[src/rtl/usb_tx_pkg.sv]
// usb_tx_pkg: state/byte-select types and constants shared by the USB transmit sequencer
package usb_tx_pkg;
  typedef enum logic [2:0] {
    ST_IDLE, ST_SYNC, ST_PID, ST_DATA, ST_CRC_LO, ST_CRC_HI, ST_EOP_SE0, ST_EOP_J
  } tx_state_t;
  typedef enum logic [2:0] {
    SEL_IDLE, SEL_SYNC, SEL_PID, SEL_DATA, SEL_CRC_LO, SEL_CRC_HI
  } byte_sel_t;
  localparam logic [7:0] SYNC_BYTE = 8'h80;
  // Byte-carrying states share their encoding with the matching mux select.
  function automatic byte_sel_t sel_of(input tx_state_t s);
    return (s >= ST_SYNC && s <= ST_CRC_HI) ? byte_sel_t'(s) : SEL_IDLE;
  endfunction
  function automatic logic [6:0] clamp_len(input logic [6:0] len, input int max_len);
    return (int'(len) > max_len) ? 7'(max_len) : len;
  endfunction
endpackage

[src/rtl/usb_tx_sequencer.sv]
// usb_tx_sequencer: packet-level FSM for the USB transmit path; drives the bit/byte
// timer, selects the shift-register byte source, pops the TX FIFO and sequences EOP.
module usb_tx_sequencer
  import usb_tx_pkg::*;
#(
  parameter int MAX_DATA = 64,
  parameter int EOP_SE0  = 2
) (
  input  logic       clk,
  input  logic       n_rst,
  input  logic       tx_start,
  input  logic       tx_has_data,
  input  logic [6:0] tx_len,
  input  logic       tx_abort,
  input  logic       stuff_bit,
  input  logic       new_bit,
  input  logic       Load_Byte,
  input  logic [7:0] byte_out,
  input  logic       EOD,
  output logic       Tim_rst,
  output logic       Tim_en,
  output logic       bit_sent,
  output logic [2:0] byte_sel,
  output logic       fifo_pop,
  output logic       crc_clr,
  output logic       drive_se0,
  output logic       tx_busy,
  output logic       tx_done,
  output logic       tx_err
);
  localparam logic [1:0] EOP_LAST = 2'(EOP_SE0 - 1);
  tx_state_t  r_state, w_next;
  logic [6:0] r_len;
  logic       r_has_data, r_err, w_err;
  logic [1:0] r_eop_cnt, w_eop_cnt;
  logic       w_in_pkt, w_kill, w_more, w_go;
  assign w_in_pkt  = r_state >= ST_SYNC && r_state <= ST_CRC_HI;
  assign w_kill    = w_in_pkt & (tx_abort | EOD);
  assign w_go      = r_state == ST_IDLE && tx_start;
  // byte_out indexes the byte just finished (SYNC=0, PID=1, first data=2).
  assign w_more    = (byte_out - 8'd1) < {1'b0, r_len};
  assign w_err     = w_go ? 1'b0 : (w_kill | r_err);
  assign Tim_rst   = r_state == ST_IDLE;
  assign Tim_en    = ~Tim_rst;
  assign tx_busy   = ~Tim_rst;
  assign drive_se0 = r_state == ST_EOP_SE0;
  assign bit_sent  = new_bit & ~stuff_bit & w_in_pkt;
  assign byte_sel  = sel_of(r_state);
  assign crc_clr   = w_go;
  assign tx_err    = r_err;
  always_comb begin
    w_next    = r_state;
    w_eop_cnt = r_eop_cnt;
    fifo_pop  = 1'b0;
    tx_done   = 1'b0;
    if (w_kill) w_next = ST_EOP_SE0;
    else
      case (r_state)
        ST_IDLE:   w_next = tx_start ? ST_SYNC : ST_IDLE;
        ST_SYNC:   w_next = Load_Byte ? ST_PID : ST_SYNC;
        ST_PID: if (Load_Byte) begin
          w_next   = !r_has_data ? ST_EOP_SE0 : (r_len == 7'd0 ? ST_CRC_LO : ST_DATA);
          fifo_pop = r_has_data && r_len != 7'd0;
        end
        ST_DATA: if (Load_Byte) begin
          w_next   = w_more ? ST_DATA : ST_CRC_LO;
          fifo_pop = w_more;
        end
        ST_CRC_LO: w_next = Load_Byte ? ST_CRC_HI : ST_CRC_LO;
        ST_CRC_HI: w_next = Load_Byte ? ST_EOP_SE0 : ST_CRC_HI;
        ST_EOP_SE0: if (new_bit) begin
          w_next    = r_eop_cnt == EOP_LAST ? ST_EOP_J : ST_EOP_SE0;
          w_eop_cnt = r_eop_cnt == EOP_LAST ? 2'd0 : r_eop_cnt + 2'd1;
        end
        ST_EOP_J: if (new_bit) begin
          w_next  = ST_IDLE;
          tx_done = 1'b1;
        end
        default:   w_next = ST_IDLE;
      endcase
  end
  always_ff @(posedge clk or negedge n_rst)
    if (!n_rst) begin
      r_state    <= ST_IDLE;
      r_len      <= 7'd0;
      r_has_data <= 1'b0;
      r_eop_cnt  <= 2'd0;
      r_err      <= 1'b0;
    end else begin
      r_state   <= w_next;
      r_eop_cnt <= w_eop_cnt;
      r_err     <= w_err;
      if (w_go) begin
        r_len      <= clamp_len(tx_len, MAX_DATA);
        r_has_data <= tx_has_data;
      end
    end
endmodule

[config.mk]
export PLATFORM = sky130hd
export DESIGN_NAME = usb_tx_sequencer
export DESIGN_NICKNAME = d
export VERILOG_FILES = /design/src/rtl/usb_tx_pkg.sv /design/src/rtl/usb_tx_sequencer.sv
export SDC_FILE = /design/constraint.sdc
export NUM_CORES = 1
export LEC_CHECK = 0
export BUFFER_PORTS_ARGS = -buffer_cell sky130_fd_sc_hd__buf_2
export CORE_ASPECT_RATIO = 0.8
export CORE_MARGIN = 4
export CORE_UTILIZATION = 47
export CTS_CLUSTER_SIZE = 40
export DETAILED_ROUTE_END_ITERATION = 7
export MAX_ROUTING_LAYER = met4
export PLACE_DENSITY = 0.76
export SLEW_MARGIN = 5
export SYNTH_ARGS = -nofsm -noshare
export SYNTH_HDL_FRONTEND = slang
export SYNTH_SLANG_ARGS = --single-unit
[constraint.sdc]
create_clock -name clk -period 2.65 [get_ports clk]
set_input_delay 0.3975 -clock clk [delete_from_list [all_inputs] [get_ports clk]]
set_output_delay 0.3975 -clock clk [all_outputs]
set_load 0.01 [all_outputs]
# After elaboration in Yosys (flattened, before gate mapping)
# Cells that the tools add are included.
# totals
latchBits	0
ramBits	0
memories	0
mem_bits_ro	0
inputBits	24
register_bits	14
elab_cells	64
output_inout_bits	12
# classes
shifts	0
bitwise_logic	8
n_reduce_logical	8
div_mod_pow	0
addsub	2
n_eq_ne	12
multipliers	0
magnitude_cmp	4
n_mux	25
# ops
op	count
3-bit 2-to-1 mux	9
3-bit case mux with 8 select lines	1
3-bit == test (second input constant)	4
1-bit 2-to-1 mux	10
3-bit inequality test (second input constant)	3
8-bit by 7-bit < comparator with 1-bit output	1
8-bit by 1-bit subtractor with 8-bit output (second input constant)	1
7-bit > comparator (second input constant)	1
7-bit logical NOT	1
7-bit 2-to-1 mux	1
7-bit nonzero test	1
3-bit by 2-bit == test with 1-bit output (second input constant)	2
2-bit 2-to-1 mux	3
4-bit AND reduction	1
1-bit AND	3
3-bit by 1-bit == test with 1-bit output (second input constant)	1
3-bit by 1-bit greater-or-equal comparator with 1-bit output (second input constant)	1
3-bit <= comparator (second input constant)	1
1-bit logical AND	3
3-bit logical NOT	1
3-bit by 2-bit inequality test with 1-bit output (second input constant)	1
1-bit inverter	3
3-bit AND reduction	1
2-bit by 1-bit adder with 2-bit output (second input constant)	1
other kinds (3)	4

# Logic depth before layout (Yosys ltp)
# Gate-level depths: netlist of run 1.
# logic_depth
word_depth	6
mapped_depth	10
ltp_nobuf	10

# Worst setup path after synthesis of run 1
# OpenSTA, ideal clock, no wires.
# synth_path
path_type	in2out
startpoint	input byte_out[0]
endpoint	output fifo_pop
path_stages	9
required_ns	2.253
t_arrival_ns	2.248
path_slack_ns	0.004
path_buffers	0
cell_sequence	or4_4 > nor2_1 > xor2_1 > ha_1 > a21o_1 > a21oi_1 > o211a_1 > nand4_1 > a21oi_1
# synth_between
elab_chain_cells	5
# synth_rtl
item	line_no	text
start: declaration	usb_tx_sequencer.sv:18	input logic [7:0] byte_out,
8-bit by 1-bit subtractor with 8-bit output	usb_tx_sequencer.sv:41	assign w_more = (byte_out - 8'd1) < {1'b0, r_len};
8-bit by 7-bit < comparator with 1-bit output	usb_tx_sequencer.sv:41	
1-bit 2-to-1 mux	usb_tx_sequencer.sv:65	ST_DATA: if (Load_Byte) begin
1-bit case mux with 2 select lines	usb_tx_sequencer.sv:58	case (r_state)
1-bit 2-to-1 mux	usb_tx_sequencer.sv:56	if (w_kill) w_next = ST_EOP_SE0;
end: declaration	usb_tx_sequencer.sv:24	output logic fifo_pop,
# Every way passes these cells.

# Worst setup path after layout of run 1
# layout_path
startpoint	input byte_out[1]
endpoint	output fifo_pop
# The elaborated chain is that of the path after synthesis.

==> results of run 1 <==
path summary, 6_finish.rpt:
check / from / endpoint / slack, ns / cells after the start
setup / recovery: byte_out[1] / fifo_pop / -0.22 / 11
hold / removal: tx_has_data / r_has_data$_DFFE_PN0P_ / 0.37 / 2
setup reg to reg: r_len[5]$_DFFE_PN0P_ / r_state[0]$_DFFE_PN0P_ / 0.84 / 9
hold reg to reg: r_eop_cnt[1]$_DFFE_PN0P_ / r_eop_cnt[1]$_DFFE_PN0P_ / 0.50 / 2
max in group asynchronous: n_rst / r_eop_cnt[1]$_DFFE_PN0P_ / 1.88 / 2
min in group asynchronous: n_rst / r_len[6]$_DFFE_PN0P_ / 0.53 / 2
critical path: cells and delay by family:
kind | cells | cell delay, ns
buffers and inverters | 2 | 0.24
adders and majority gates | 1 | 0.26
xor gates and xnor gates | 1 | 0.17
AOI/OAI and AO/OA | 4 | 0.66
and+or+nand+nor | 3 | 0.75
where the power goes:
group	internal (mW)	leakage, nW	switching [mW]
logic	0.210	0.537	0.247
registers	0.293	0.156	0.0899
clock network	0.0835	0.0210	0.0679
total	0.586	0.714	0.405
repair_timing:
item                       CTS  global route
pin swaps                    5             1
hold endpoints to repair     0             3
resized for setup            4             1
hold buffers                 0             1
buffers inserted             1             0
setup endpoints to repair    1             1
synthesized netlist by cell type, drive strengths merged (2+ instances only):
cell     n  share of area (%)
dfrtp   14                 33
a21o     2                1.4
nand2   15                5.3
or4      2                1.8
a31oi    3                1.8
nand3    2               0.94
nor2    13                4.6
buf      3                2.2
nor3     3                1.4
o21ai   11                5.2
xor2     3                2.5
a221oi   2                1.7
nand3b   5                3.5
inv     15                5.3
and2b    2                1.5
a21oi    6                2.8
ha       7                8.3
xnor2    2                1.7
clkbuf   2               0.71
metal layers:
metal | track usage, % | part of all wire, % | vias to the layer above
li1 | - | - | 545
met1 | 27.9 | 48 | 507
met2 | 29.8 | 46 | 35
met3 | 4.63 | 5.7 | 0
met4 | 2.17 | 0 | 0
met5 | - | 0 | -
cell type report:
type | instances | area (um^2) | area share, %
sequential | 14 | 350 | 25.6
inverter | 15 | 56.3 | 4.12
tap | 25 | 31.3 | 2.29
timing repair buffer | 44 | 258 | 18.9
multi-input combinational | 96 | 634 | 46.4
clock buffer | 4 | 36.3 | 2.66
cell families (layout without fill, tap and decap cells):
family                     count (synthesis)  in the layout  share of synthesized area, %
AOI/OAI and AO/OA                         34             34                          21.7
xor gates and xnor gates                   5              5                          4.13
adders and majority gates                  7              7                          8.25
buffers and inverters                     20             63                          8.26
DFF                                       14             14                          33.0
muxes                                      1              1                          1.06
and+or+nand+nor                           49             49                          23.6
through the flow:
| stage | std cells | total power, mW | utilization, % | cell area [um^2] | hold slack (ns) |
|---|---|---|---|---|---|
| finish | 198 | 0.991 | 63.3 | 1370 | 0.365 |
| CTS | 197 | 0.984 | 62.7 | 1350 | 0.00199 |
| global placement | 192 | 0.807 | 59.7 | 1290 | 0.300 |
| detailed placement | 192 | 0.822 | 59.7 | 1290 | 0.306 |
| global route | 198 | 1.08 | 63.3 | 1370 | 0.355 |
| floorplan | 130 | 0.686 | - | 1060 | 0.102 |
flip-flops by register name, summed over array words and instances, names as in the netlist:
name        flops
tx_err          1
r_len           7
r_state         3
r_has_data      1
r_eop_cnt       2
==> results by group, run 1 <==
Floorplan
  • Starting Density: 49.2%
  • Die Y: 50.5 um
  • Die ar.: 0.00309 mm^2
  • Die Span X: 61.1 um
  • Ports: 36
  • Core area: 0.00216 mm^2
  • Placement row count: 15

Drt
  • Drt via density: 5.49
  • DR vias: 1087
  • Iter 0 DRT Violations: 51
  • WL/cell: 13.7 um
  • Final WL: 2.71 mm
  • Antenna Nets Post-Route: 0
  • Initial DRT Pass Iterations: 4
  • DRC violations left: 0

Global route
  • Gr ovfl total: 0
  • Vias in the first global route: 978
  • Initial antenna violation count: 0
  • Overall Global Routing Usage: 19.8%
  • Largest net degree at the start of global routing: 15
  • First-pass GRT wire length: 4.50 mm

Logic synthesis
  • Yosys warning total: 0
  • Synth Cell Area: 0.00106 mm^2
  • Post-synth net total: 161
  • Top_reg_cell synth: dfrtp_1
  • Flops & latches, synth: 14
  • Post-synth EDFFs: 0
  • Async S/R FF share, synth: 100%
  • Mean Syn Cell Area: 8.16 um^2
  • Synth cell types: 43
  • Post-synthesis sequential area ratio: 33.0%
  • Cell count after synthesis: 130

Timing
  • RSZ-0062 raised after global routing: yes
  • Final period util: 108%
  • Max Freq: 348 MHz
  • Fin. max-slew vios: 0
  • Crit path time final: 2.87 ns
  • Setup ws final: -0.224 ns
  • Worst slew pin tran: 0.508 ns
  • Final Hold Viols: 0
  • Setup TNS: -0.224 ns
  • Slew margin rel.: 65.8%
  • Clock Skew: 0.00675 ns
  • Endpoints failing setup: 1

Layout
  • Fraction of layout cells with a size suffix above 1: 31.8%
  • Nets: 205
  • Layout area overhead: 28.8%
  • Commonest non-fill, non-tap cells in the layout: buf_2, nand2_1, dfrtp_1
  • Most common cell after layout, fill and taps aside: buf_2
  • Ant diodes: 0
  • Fill count: 189

CTS
  • Clk_lat worst skew: 0.28 ns
  • Root buffer cell: clkbuf_4
  • Num Clock Sinks: 14
  • Deepest clock path buffer count: 2
  • TritonCTS clock tree: yes
  • H-tree depth: 1
  • Clk slew on worst S/H paths: 0.08 ns
  • Number of CTS-inserted buffers: 3

Setup path
  • Worst path cell trace: buf_6 -> or4_4 -> nor2_4 -> xor2_1 -> ha_1 -> a21o_1 -> a21oi_2 -> o211a_1 -> nand4_1 -> a21oi_1 -> buf_2
  • Crit end category: output port
  • WP data required: 2.25 ns
  • Crit Path Max Fanout: 2
  • CP startpoint kind: input port
  • Crit-path slowest cell: or4_4
  • WS Path Type: input port to output port
  • Crit-path max cell delay: 0.54 ns
  • Arr. time, crit path: 2.48 ns

Power
  • Max VDD drop: 0.531 mV
  • Pleak: 0.714 nW
  • Pwr Density: 725 mW/mm^2

Place
  • IO buf count: 35
  • Dpl ws: -0.252 ns
  • Routability Congestion: 0.932
  • HPWL Detailed: 2.19 mm

Status
  • Failing checks: setup timing
  • Status: finished with violations

Min path
  • Hold Path Class: input port to register

Flow run
  • Number of max-cap violations: 0
Power figures use the tool's default switching activity.
==> run 2: changes to the inputs <==
--- a/config.mk
+++ b/config.mk
@@ -8,12 +8,11 @@
 export BUFFER_PORTS_ARGS = -buffer_cell sky130_fd_sc_hd__buf_2
 export CORE_ASPECT_RATIO = 0.8
 export CORE_MARGIN = 4
-export CORE_UTILIZATION = 47
+export CORE_UTILIZATION = 49
 export CTS_CLUSTER_SIZE = 40
 export DETAILED_ROUTE_END_ITERATION = 7
 export MAX_ROUTING_LAYER = met4
-export PLACE_DENSITY = 0.76
-export SLEW_MARGIN = 5
+export PLACE_DENSITY = 0.79
 export SYNTH_ARGS = -nofsm -noshare
 export SYNTH_HDL_FRONTEND = slang
 export SYNTH_SLANG_ARGS = --single-unit
==> run 2 against run 1 <==
Effect of this change:
- sequential power about the same
- critical path depth unchanged
- largest power group unchanged
- global-route usage increased by 0.095 points
- clock power decreased by 21%
- sequential share of layout area increased by 0.12 points
- first-iteration DRC count decreased by 9.8%
- the run ends with hold timing, setup timing left
- clock-buffer cell count decreased by 1
- wire length increased by 3.4%
==> results by group, run 2 (synthesis gave the netlist of run 1 again) <==
Layout
  • Nets: 206
  • Layout area overhead: 28.2%
  • Most common cell after layout, fill and taps aside: buf_2
  • Top Registers: r_len: 7 flops, r_state: 3 flops, r_eop_cnt: 2 flops
  • Fin cells: 197
  • Fraction of layout cells with a size suffix above 1: 32.9%
  • Max reg flops: 7
  • Fill count: 156
  • Largest reg by FF count: r_len
  • Commonest non-fill, non-tap cells in the layout: buf_2, nand2_1, dfrtp_1
  • Ant diodes: 0

Status
  • Failing checks: hold timing, setup timing
  • Status: finished with violations

Drt
  • Antenna Nets Post-Route: 0
  • Initial DRT Pass Iterations: 4
  • WL/cell: 14.2 um
  • Final WL: 2.80 mm
  • Met2 wire length: 1.34 mm
  • DR vias: 1084
  • Metal-1 WL: 1.31 mm
  • Met3 Wirelength: 139 um
  • Max Used Layer: met3
  • DRC violations left: 0
  • Iter 0 DRT Violations: 46
  • Drt via density: 5.50

Floorplan
  • Placement row count: 14
  • Core area: 0.00196 mm^2
  • Die ar.: 0.00298 mm^2
  • Ports: 36
  • Starting Density: 54.1%
  • Die Y: 49.6 um
  • Die Span X: 60.0 um

Global route
  • Gr ovfl total: 0
  • First-pass GRT wire length: 4.42 mm
  • Largest net degree at the start of global routing: 15
  • Initial antenna violation count: 0
  • Overall Global Routing Usage: 19.9%
  • Vias in the first global route: 1010

Timing
  • Slew margin rel.: 68.3%
  • Clock Skew: 0.0105 ns
  • Setup ws final: -0.220 ns
  • Final Hold Viols: 7
  • Worst slew pin tran: 0.472 ns
  • Endpoints failing setup: 1
  • Setup TNS: -0.220 ns
  • Final period util: 108%
  • Max Freq: 348 MHz
  • Fin. max-slew vios: 0
  • RSZ-0062 raised after global routing: yes
  • Crit path time final: 2.87 ns
  • Worst Hold Slack: -0.00542 ns

Setup path
  • Crit Path Max Fanout: 2
  • CP startpoint kind: input port
  • Crit end category: output port
  • Crit-path max cell delay: 0.54 ns
  • Crit-path slowest cell: or4_4
  • Arr. time, crit path: 2.47 ns
  • WS Path Type: input port to output port
  • WP data required: 2.25 ns
  • Worst path cell trace: buf_6 -> or4_4 -> nor2_4 -> xor2_1 -> ha_1 -> a21o_1 -> a21oi_2 -> o211a_1 -> nand4_1 -> a21oi_2 -> buf_2
  • Critical path's most frequent cell: a21oi_2

Flow run
  • Number of max-cap violations: 0

CTS
  • Num Clock Sinks: 14
  • Number of CTS-inserted buffers: 3
  • Clk slew on worst S/H paths: 0.09 ns
  • Clk_lat worst skew: 0.28 ns
  • Root buffer cell: clkbuf_4
  • Hold-fix buffers, CTS: 0
  • TritonCTS clock tree: yes
  • H-tree depth: 1
  • Deepest clock path buffer count: 2

Place
  • IO buf count: 35
  • HPWL Detailed: 2.16 mm
  • Cells after DPL: 192
  • Routability Congestion: 0.948

Power
  • Max VDD drop: 0.454 mV
  • Pwr Density: 710 mW/mm^2
  • Pleak: 0.711 nW

Min path
  • Hold Path Class: input port to asynchronous set/reset pin
==> run 2: final cells by class <==
cell class                      count  area (um^2)  area share [%]
Clock buffer                        3         22.5            1.66
Inverter                           15         56.3            4.14
Multi-Input combinational cell     96          638            46.9
Sequential cell                    14          350            25.8
Tap cell                           24         30.0            2.21
Timing Repair Buffer               45          263            19.3
==> run 2: power by group <==
group / switching (mW) / internal (mW) / total [mW]
clock: 0.0678 / 0.0527 / 0.120
sequential: 0.0924 / 0.293 / 0.386
combinational: 0.250 / 0.210 / 0.459
==> run 2: metrics by stage <==
| step | worst slack [ns] | util [%] | hold slack (ns) | cell area (um^2) | power [mW] |
|---|---|---|---|---|---|
| after global routing | -0.345 | 69.3 | 0.00593 | 1360 | 1.05 |
| after detailed placement | -0.253 | 66.0 | 0.311 | 1290 | 0.827 |
| after global placement | -0.216 | 66.0 | 0.303 | 1290 | 0.807 |
| final | -0.220 | 69.3 | -0.00542 | 1360 | 0.965 |
| after CTS | -0.201 | 67.9 | 0.00832 | 1330 | 0.951 |
| after floorplan | 0.00413 | - | 0.102 | 1060 | 0.686 |
==> run 2: path summary, 6_finish.rpt <==
kind / from / to / slack (ns) / cells past startpoint
setup / recovery: byte_out[0] / fifo_pop / -0.22 / 11
hold / removal: n_rst / r_len[1]$_DFFE_PN0P_ / -0.005 / 1
setup reg to reg: r_len[1]$_DFFE_PN0P_ / r_state[0]$_DFFE_PN0P_ / 0.67 / 10
hold reg to reg: tx_err$_DFF_PN0_ / tx_err$_DFF_PN0_ / 0.49 / 2
max in group asynchronous: n_rst / r_len[2]$_DFFE_PN0P_ / 2.40 / 1
min in group clk: tx_has_data / r_has_data$_DFFE_PN0P_ / 0.35 / 2
==> run 2: worst max-delay path, delay by kind of cell <==
family          cells  cell delay (ns)
simple gates        3             0.78
buf+inv             2             0.23
fa+ha+maj           1             0.26
compound gates      4             0.64
xor+xnor            1             0.15
==> run 2: timing repair <==
item / 4_1_cts / 5_1_grt
buffers inserted: 1 / 1
gates resized for setup: 2 / 4
pin swaps: 2 / 3
setup endpoints to repair: 1 / 1
==> run 2: metal layers <==
layer,GRT usage [%],vias to the layer above
met5,-,-
met4,2.21,0
met3,4.70,0
met2,30.8,30
met1,27.2,510
li1,-,544
==> run 3: changes to the inputs <==
--- a/config.mk
+++ b/config.mk
@@ -6,13 +6,13 @@
 export NUM_CORES = 1
 export LEC_CHECK = 0
 export BUFFER_PORTS_ARGS = -buffer_cell sky130_fd_sc_hd__buf_2
-export CORE_ASPECT_RATIO = 0.8
+export CORE_ASPECT_RATIO = 1.2
 export CORE_MARGIN = 4
-export CORE_UTILIZATION = 49
+export CORE_UTILIZATION = 45
 export CTS_CLUSTER_SIZE = 40
 export DETAILED_ROUTE_END_ITERATION = 7
 export MAX_ROUTING_LAYER = met4
-export PLACE_DENSITY = 0.79
+export PLACE_DENSITY = 0.74
 export SYNTH_ARGS = -nofsm -noshare
 export SYNTH_HDL_FRONTEND = slang
 export SYNTH_SLANG_ARGS = --single-unit
==> run 3 against run 2 <==
Effect of this change:
- design area fell by 0.46%
- clock skew fell by 0.0077 ns
- largest power group unchanged
- register-to-register slack improved by 0.21 ns
- critical endpoint unchanged
- sequential share of layout area rose by 0.12 points
- the flow finishes with violations (setup timing)
==> results by group, run 3 (synthesis gave the netlist of run 1 again) <==
Min path
  • Hold Path Class: input port to asynchronous set/reset pin

CTS
  • Hold-fix buffers, CTS: 0
  • TritonCTS clock tree: yes
  • Clk slew on worst S/H paths: 0.09 ns
  • Clk_lat worst skew: 0.28 ns
  • Deepest clock path buffer count: 2
  • Num Clock Sinks: 14
  • H-tree depth: 1
  • Root buffer cell: clkbuf_4
  • Number of CTS-inserted buffers: 3

Status
  • Status: finished with violations
  • Failing checks: setup timing

Timing
  • Worst Hold Slack: 0.00321 ns
  • Setup ws final: -0.232 ns
  • Slew margin rel.: 70.8%
  • Worst slew pin tran: 0.438 ns
  • Endpoints failing setup: 1
  • Clock Skew: 0.00279 ns
  • Max Freq: 347 MHz
  • Setup TNS: -0.232 ns
  • Final Hold Viols: 0
  • Final period util: 109%
  • Fin. max-slew vios: 0
  • Crit path time final: 2.88 ns
  • RSZ-0062 raised after global routing: yes

Power
  • Tot Pwr: 1.00 mW
  • Clock power frac: 15.8%
  • NetSw: 409 uW
  • Int Power: 591 uW
  • Max VDD drop: 0.434 mV
  • Comb pwr share: 45.7%
  • Pwr Density: 739 mW/mm^2
  • Pleak: 0.704 nW
  • Reg power frac: 38.5%
  • Sw frac: 40.9%

Floorplan
  • Die ar.: 0.00320 mm^2
  • Placement row count: 19
  • Die Span X: 52.3 um
  • Ports: 36
  • Starting Density: 46.5%
  • Core area: 0.00228 mm^2
  • Die Y: 61.2 um

Layout
  • Fraction of layout cells with a size suffix above 1: 32.2%
  • Ant diodes: 0
  • Top Registers: r_len: 7 flops, r_state: 3 flops, r_eop_cnt: 2 flops
  • Most common cell after layout, fill and taps aside: buf_2
  • Layout area overhead: 27.6%
  • Largest reg by FF count: r_len
  • Nets: 203
  • Commonest non-fill, non-tap cells in the layout: buf_2, nand2_1, dfrtp_1
  • Final Cell Area: 0.00135 mm^2
  • Fin cells: 202
  • Max reg flops: 7
  • Fill count: 222
  • Final Util: 59.3%

Drt
  • Initial DRT Pass Iterations: 4
  • Final WL: 2.65 mm
  • Iter 0 DRT Violations: 29
  • DR vias: 1077
  • WL/cell: 13.1 um
  • DRC violations left: 0
  • Antenna Nets Post-Route: 0
  • Drt via density: 5.33

Global route
  • Initial antenna violation count: 0
  • Vias in the first global route: 1071
  • Gr ovfl total: 0
  • Largest net degree at the start of global routing: 15
  • Overall Global Routing Usage: 18.4%
  • First-pass GRT wire length: 4.33 mm

Flow run
  • Number of max-cap violations: 0

Place
  • DP Area: 0.00129 mm^2
  • HPWL Detailed: 2.07 mm
  • Cells after DPL: 197
  • IO buf count: 35
  • Routability Congestion: 0.857
  • Dpl ws: -0.231 ns

Setup path
  • R2R Path Start: r_state[0]$_DFFE_PN0P_
  • CP startpoint kind: input port
  • Critical path's most frequent cell: a21oi_2
  • Reg2reg end: r_len[3]$_DFFE_PN0P_
  • Worst R2R Setup Slack: 0.88 ns
  • Worst path cell trace: buf_6 -> or4_4 -> nor2_4 -> xor2_1 -> ha_1 -> a21o_1 -> a21oi_2 -> o211a_1 -> nand4_1 -> a21oi_2 -> buf_2
  • Crit path to: fifo_pop
  • Crit path from: byte_out[0]
  • Worst R2R Path Depth: 7
  • Crit Path Max Fanout: 2
  • Arr. time, crit path: 2.48 ns
  • WS Path Type: input port to output port
  • Crit-path slowest cell: or4_4
  • Crit-path max cell delay: 0.55 ns
  • WP data required: 2.25 ns
  • Crit end category: output port
-- run 3: worst min-delay path by stage --
| stage | start | end | slack, ns | depth (start not counted) |
|---|---|---|---|---|
| global route | n_rst | r_len[4]$_DFFE_PN0P_ | 0.02 | 1 |
| detailed placement | n_rst | r_len[2]$_DFFE_PN0P_ | 0.32 | 1 |
| floorplan | n_rst | r_eop_cnt[0]$_DFFE_PN0P_ | 0.10 | 0 |
| global placement | n_rst | r_len[0]$_DFFE_PN0P_ | 0.31 | 1 |
| CTS | n_rst | r_len[2]$_DFFE_PN0P_ | 0.003 | 1 |
| finish | n_rst | r_len[2]$_DFFE_PN0P_ | 0.003 | 1 |
-- run 3: layout make-up --
type	instances	area [um^2]	share of cell area (%)
Clock buffer	4	36.3	2.68
Tap cell	31	38.8	2.87
Inverter	15	56.3	4.16
Multi-Input combinational cell	96	638	47.1
Timing Repair Buffer	42	234	17.3
Sequential cell	14	350	25.9
-- run 3: worst max-delay path, delay by kind of cell --
| kind | cells | cell delay [ns] |
|---|---|---|
| xor gates and xnor gates | 1 | 0.17 |
| buffers and inverters | 2 | 0.23 |
| adders and majority gates | 1 | 0.27 |
| and+or+nand+nor | 3 | 0.79 |
| AOI/OAI and AO/OA | 4 | 0.61 |
-- run 3: timing repair --
item / in CTS / in global routing
pin swaps: 4 / 0
setup buffers: 1 / 0
gates cloned: 0 / 0
resized for setup: 3 / 2
setup endpoints to repair: 1 / 1
-- run 3: layer usage --
layer  GRT usage, %  up-vias  share of wire [%]
li1               -      544                  -
met1           21.2      499                 42
met2           32.8       30                 50
met3           2.18        4                5.8
met4           6.57        0                1.3
met5              -        -                  0
-- run 3: power groups by stage --
stage	Sequential, mW	Combinational [mW]	Clock, mW
after CTS	0.384	0.454	0.161
after detailed placement	0.386	0.441	0
final	0.385	0.457	0.158
after global placement	0.382	0.417	0
after floorplan	0.343	0.343	0
after global routing	0.397	0.516	0.167
